File: config.mk
export PLATFORM = sky130hd
export DESIGN_NAME = piso_shift_tx_flat
export DESIGN_NICKNAME = d
export VERILOG_FILES = /design/src/rtl/piso_shift_tx_if.sv /design/src/rtl/piso_shift_tx.sv /design/src/flat_wrapper.sv
export SDC_FILE = /design/constraint.sdc
export NUM_CORES = 1
export LEC_CHECK = 0
export ABC_AREA = 1
export CAP_MARGIN = 20
export CORE_MARGIN = 4
export CORE_UTILIZATION = 45
export DETAILED_ROUTE_END_ITERATION = 16
export PLACE_DENSITY = 0.85
export SYNTH_ARGS = -nofsm -noshare
export SYNTH_HDL_FRONTEND = slang
export SYNTH_SLANG_ARGS = --single-unit
File: constraint.sdc
create_clock -name clk -period 2.2 [get_ports clk]
set_clock_uncertainty 0.2 [all_clocks]
set_input_delay 0.66 -clock clk [delete_from_list [all_inputs] [get_ports clk]]
set_output_delay 0.66 -clock clk [all_outputs]
set_load 0.05 [all_outputs]
File: src/rtl/piso_shift_tx_if.sv
`default_nettype none
// ============================================================================
//  Module   : piso_shift_tx_if
//  Purpose  : Bundles the signals of the parallel-in/serial-out transmitter.
//             The load side is a valid/ready handshake. The serial side is
//             sout with its valid, last and busy qualifiers.
//  Modports : master - word source and serial sink (drives load_valid/data)
//             slave  - the transmitter (drives load_ready and the serial side)
//  Signals  : load_valid, load_ready, load_data[WIDTH], sout, sout_valid,
//             last, busy
//  Revision : 1.0  initial release
// ============================================================================
interface piso_shift_tx_if #(
   parameter int WIDTH = 8
);
   logic             load_valid;
   logic             load_ready;
   logic [WIDTH-1:0] load_data;
   logic             sout;
   logic             sout_valid;
   logic             last;
   logic             busy;

   modport master (
      output load_valid, load_data,
      input  load_ready, sout, sout_valid, last, busy
   );

   modport slave (
      input  load_valid, load_data,
      output load_ready, sout, sout_valid, last, busy
   );
endinterface
`default_nettype wire

File: src/rtl/piso_shift_tx.sv
`default_nettype none
// ============================================================================
//  Module   : piso_shift_tx
//  Purpose  : Parallel-in/serial-out shift transmitter. It accepts a WIDTH-bit
//             word over a valid/ready handshake and emits the word one bit per
//             clock. Words can follow each other with no idle cycle between
//             them.
//  Ports    : clk   - rising-edge clock
//             rst   - synchronous reset, active-high
//             io_tx - piso_shift_tx_if.slave (load handshake + serial output)
//  Params   : WIDTH (>=2) bits per word; MSB_FIRST 1 = bit WIDTH-1 first
//  Revision : 1.0  initial release
// ============================================================================
module piso_shift_tx #(
   parameter int WIDTH     = 8,
   parameter bit MSB_FIRST = 1'b1
) (
   input  wire logic         clk,
   input  wire logic         rst,
   piso_shift_tx_if.slave    io_tx
);

   localparam int                c_CNT_W   = $clog2(WIDTH);
   localparam logic [c_CNT_W-1:0] c_CNT_MAX = c_CNT_W'(WIDTH - 1);
   localparam logic [c_CNT_W-1:0] c_CNT_ONE = c_CNT_W'(1);

   typedef enum logic [0:0] {
      S_IDLE  = 1'b0,
      S_SHIFT = 1'b1
   } state_t;

   state_t             r_state;
   state_t             w_state_nxt;
   logic [WIDTH-1:0]   r_shreg;
   logic [WIDTH-1:0]   w_shreg_nxt;
   logic [WIDTH-1:0]   w_shifted;
   logic [c_CNT_W-1:0] r_cnt;
   logic [c_CNT_W-1:0] w_cnt_nxt;
   logic               w_out_bit;
   logic               w_load_ready;
   logic               w_accept;
   logic               w_sout_valid;
   logic               w_cnt_zero;

   // The output end of the shift register depends on the bit order; vacated
   // positions fill with zero.
   generate
      if (MSB_FIRST) begin : g_msb_first
         assign w_shifted = {r_shreg[WIDTH-2:0], 1'b0};
         assign w_out_bit = r_shreg[WIDTH-1];
      end else begin : g_lsb_first
         assign w_shifted = {1'b0, r_shreg[WIDTH-1:1]};
         assign w_out_bit = r_shreg[0];
      end
   endgenerate

   assign w_cnt_zero   = (r_cnt == '0);
   assign w_sout_valid = (r_state == S_SHIFT);

   // A new word can be taken while idle or during the final bit of the
   // current word, which gives back-to-back transfers. Reset blocks it.
   assign w_load_ready = ~rst & ((r_state == S_IDLE) | w_cnt_zero);
   assign w_accept     = io_tx.load_valid & w_load_ready;

   always_comb begin
      w_state_nxt = r_state;
      w_shreg_nxt = r_shreg;
      w_cnt_nxt   = r_cnt;
      case (r_state)
         S_IDLE: begin
            if (w_accept) begin
               w_state_nxt = S_SHIFT;
               w_shreg_nxt = io_tx.load_data;
               w_cnt_nxt   = c_CNT_MAX;
            end
         end
         S_SHIFT: begin
            if (!w_cnt_zero) begin
               w_shreg_nxt = w_shifted;
               w_cnt_nxt   = r_cnt - c_CNT_ONE;
            end else if (w_accept) begin
               w_shreg_nxt = io_tx.load_data;
               w_cnt_nxt   = c_CNT_MAX;
            end else begin
               w_state_nxt = S_IDLE;
               w_shreg_nxt = '0;
            end
         end
         default: begin
            w_state_nxt = S_IDLE;
            w_shreg_nxt = '0;
            w_cnt_nxt   = '0;
         end
      endcase
   end

   always_ff @(posedge clk) begin
      if (rst) begin
         r_state <= S_IDLE;
         r_shreg <= '0;
         r_cnt   <= '0;
      end else begin
         r_state <= w_state_nxt;
         r_shreg <= w_shreg_nxt;
         r_cnt   <= w_cnt_nxt;
      end
   end

   // The serial outputs come from registered state only. sout is forced low
   // whenever no word is in flight.
   assign io_tx.load_ready = w_load_ready;
   assign io_tx.sout_valid = w_sout_valid;
   assign io_tx.sout       = w_sout_valid & w_out_bit;
   assign io_tx.last       = w_sout_valid & w_cnt_zero;
   assign io_tx.busy       = w_sout_valid;

endmodule
`default_nettype wire

File: src/flat_wrapper.sv
// flat-port wrapper written by rule: the top's interface ports become plain ports
module piso_shift_tx_flat 
#(
   parameter int WIDTH     = 8,
   parameter bit MSB_FIRST = 1'b1
)
  (clk, rst, io_tx_load_valid, io_tx_load_data, io_tx_load_ready, io_tx_sout, io_tx_sout_valid, io_tx_last, io_tx_busy);
  piso_shift_tx_if #(.WIDTH(WIDTH)) io_tx_i ();
  input  wire logic clk;
  input  wire logic rst;
  input wire logic [$bits(io_tx_i.load_valid)-1:0] io_tx_load_valid;
  input wire logic [$bits(io_tx_i.load_data)-1:0] io_tx_load_data;
  output wire logic [$bits(io_tx_i.load_ready)-1:0] io_tx_load_ready;
  output wire logic [$bits(io_tx_i.sout)-1:0] io_tx_sout;
  output wire logic [$bits(io_tx_i.sout_valid)-1:0] io_tx_sout_valid;
  output wire logic [$bits(io_tx_i.last)-1:0] io_tx_last;
  output wire logic [$bits(io_tx_i.busy)-1:0] io_tx_busy;
  assign io_tx_i.load_valid = io_tx_load_valid;
  assign io_tx_i.load_data = io_tx_load_data;
  assign io_tx_load_ready = io_tx_i.load_ready;
  assign io_tx_sout = io_tx_i.sout;
  assign io_tx_sout_valid = io_tx_i.sout_valid;
  assign io_tx_last = io_tx_i.last;
  assign io_tx_busy = io_tx_i.busy;
  piso_shift_tx #(.WIDTH(WIDTH), .MSB_FIRST(MSB_FIRST)) u_core (.clk(clk), .rst(rst), .io_tx(io_tx_i));
endmodule
==> results.sh <==
export IMPL_status="complete, no violations"
export IMPL_power_total_w=0.000657
export IMPL_start_util_pct=50.7
export IMPL_yosysSeqAreaShare_pct=34.3
export IMPL_rows=13
export IMPL_multi_input_area_um2=360
export IMPL_cp_max_fo=4
export IMPL_antenna_left=0
export IMPL_power_density_mw_per_mm2=684
export IMPL_fmax_mhz=476
export IMPL_fin_crit_ns=2.10
export IMPL_fin_setup_tns_ns=0
export IMPL_drt_wl_total_um=1520
export IMPL_clk_pin_slew_ns=0.08
export IMPL_place_gp_congestion=0.747
export IMPL_ys_seq_elements=12
export IMPL_layout_drive_gt1_share_pct=28.9
export IMPL_antenna_found_initial=0
export IMPL_r2r_start="u_core.r_cnt[0]"
export IMPL_grt_usage_pct=14.9
export IMPL_grt_pass1_vias=568
export IMPL_grt_overflow_total=0
export IMPL_avgViaCountPerCell=5.24
export IMPL_diodes=0
export IMPL_drt_iter0_drc=8
export IMPL_grt_start_max_net_pins=20
export IMPL_yosysWarnings=0
export IMPL_post_cts_setup_buffer_count=0
export IMPL_synth_area_um2=701
export IMPL_cts_htree_levels=1
export IMPL_cts_buffers=3
export IMPL_hold_violations=0
export IMPL_seq_area_um2=241
export IMPL_final_core_util_pct=69.5
export IMPL_finalSetupViolations=0
export IMPL_syn_mean_instance_area_um2=7.22
export IMPL_die_h_um=47.5
export IMPL_final_nets=128
export IMPL_ir_drop_mv=0.472
export IMPL_fill_cells=111
export IMPL_wl_per_cell_um=11.8
export IMPL_place_port_buffers=15
export IMPL_worstMarginPinSlew_ns=0.432
export IMPL_max_slew_margin_pct=71.1
export IMPL_worstPathRequired_ns=1.34
export IMPL_hold_buffers=0
export IMPL_cp_end_kind="primary output"
export IMPL_clock_latency_ns=0.28
export IMPL_hold_slack_ns=0.308
export IMPL_crit_start="u_core.r_cnt[0]"
export IMPL_hold_class="reg2reg"
export IMPL_placedCellCount=125
export IMPL_p_leak_nw=0.439
export IMPL_dr_total_vias=676
export IMPL_cp_arrival_ns=1.24
export IMPL_drv_cap=0
export IMPL_drcViolationCount=0
export IMPL_synthDistinctLibCells=17
export IMPL_drt_pass1_iter_count=4
export IMPL_fin_crit_sh_pct=95.5
export IMPL_root_buffer="clkbuf_4"
export IMPL_syn_to_final_growth_pct=37.1
export IMPL_clockBufferDepth=2
export IMPL_cts_tree="built"
export IMPL_ioPinCount=16
export IMPL_die_w_um=47.5
export IMPL_min_delay_start="u_core.r_shreg[0]"
export IMPL_fin_cells=129
export IMPL_crit_path_start_kind="flip-flop"
export IMPL_fp_coreArea_mm2=0.00138
export IMPL_synth_nets=110
export IMPL_place_detailed_hpwl_um=1060
export IMPL_grt_pass1_wl_um=2380
export IMPL_rsz0062_at_grt="no"
export IMPL_slew_viol_final=0
export IMPL_path_class="reg2out"
export IMPL_fp_dieArea_mm2=0.00225
export IMPL_synthCells=97
export IMPL_cts_sinks=12
## worst max-delay path, cell delays in order, from the launching register on
cell and delay, ns:
dfxtp_1 0.31, inv_2 0.07, ha_1 0.16, nand2_2 0.10
a21oi_4 0.18, buf_12 0.15
## final cells by class
| type | instances | area share (%) |
|---|---|---|
| multi-input combinational | 60 | 37.5 |
| sequential | 12 | 25.1 |
| clock buffer | 4 | 3.78 |
| timing repair buffer | 20 | 24.6 |
| tap | 15 | 1.95 |
| inverter | 18 | 7.03 |
## what timing repair did
item                                    4_1_cts  5_1_grt
cloned                                        0        0
pin swaps                                     0        1
gates resized for setup                       1        5
endpoints found under the setup margin        1        2
## report_power, final
group          total, W  switching (W)  internal, W
logic          0.000226       0.000131    0.0000950
clock network  0.000178      0.0000776     0.000101
registers      0.000253      0.0000136     0.000240
## sequential cells by signal (all words and copies together), names as in the netlist
signal / cells
u_core.r_shreg: 8
u_core.r_cnt: 3
u_core.io_tx.busy: 1
## path summary, 6_finish.rpt
path / to / slack (ns) / cells past startpoint
worst max-delay path: io_tx_load_ready / 0.1 / 5
worst min-delay path: u_core.r_shreg[0] / 0.31 / 2
worst max register to register: u_core.r_cnt[0] / 0.33 / 9
worst min register to register: u_core.r_shreg[0] / 0.31 / 2
## synthesized netlist by cell type
cell | count | area (µm²)
ha_1 | 2 | 25.0
o21ai_4 | 1 | 16.3
o21ai_0 | 2 | 10.0
o21ai_1 | 7 | 35.0
buf_2 | 3 | 15.0
a21oi_2 | 7 | 61.3
inv_2 | 5 | 18.8
nand2_1 | 15 | 56.3
dfxtp_1 | 12 | 240
nand4_1 | 8 | 50.1
o211ai_1 | 1 | 7.51
buf_4 | 3 | 22.5
a21oi_1 | 4 | 20.0
inv_1 | 13 | 48.8
nor2_1 | 2 | 7.51
nand3_1 | 11 | 55.1
buf_6 | 1 | 11.3
## placed cells by master, fill, tap and decap left out, types with 2 or more instances in the layout
cell             instances
nand4_1                  8
buf_4                    5
ha_1                     2
clkdlybuf4s50_1          9
o21ai_0                  2
buf_12                   5
nand3_1                 11
a21oi_1                  3
a21oi_2                  7
dfxtp_1                 11
clkbuf_4                 3
nand2_1                 14
o21ai_1                  7
inv_2                    7
inv_1                   11
## through the flow
| step | instance area (µm²) | worst slack, ns |
|---|---|---|
| final | 961 | 0.0985 |
| after global routing | 961 | 0.0251 |
| after CTS | 950 | 0.0127 |
| after detailed placement | 915 | -0.0802 |
| after global placement | 915 | -0.0671 |
| after floorplan | 707 | -0.0137 |
## per-layer routing
metal  part of all wire (%)  GRT usage (%)
met1                     41           17.0
met2                     52           25.9
met3                    7.0           5.64
met4                      0           3.87
met5                      0              0
## kinds of logic after synthesis
group           count (synthesis)  synth area share, %
simple gates                   36                 24.1
compound gates                 22                 21.4
buf+inv                        25                 16.6
fa+ha+maj                       2                 3.57
flops                          12                 34.3
Note: power is estimated with default switching activity, not from simulation.
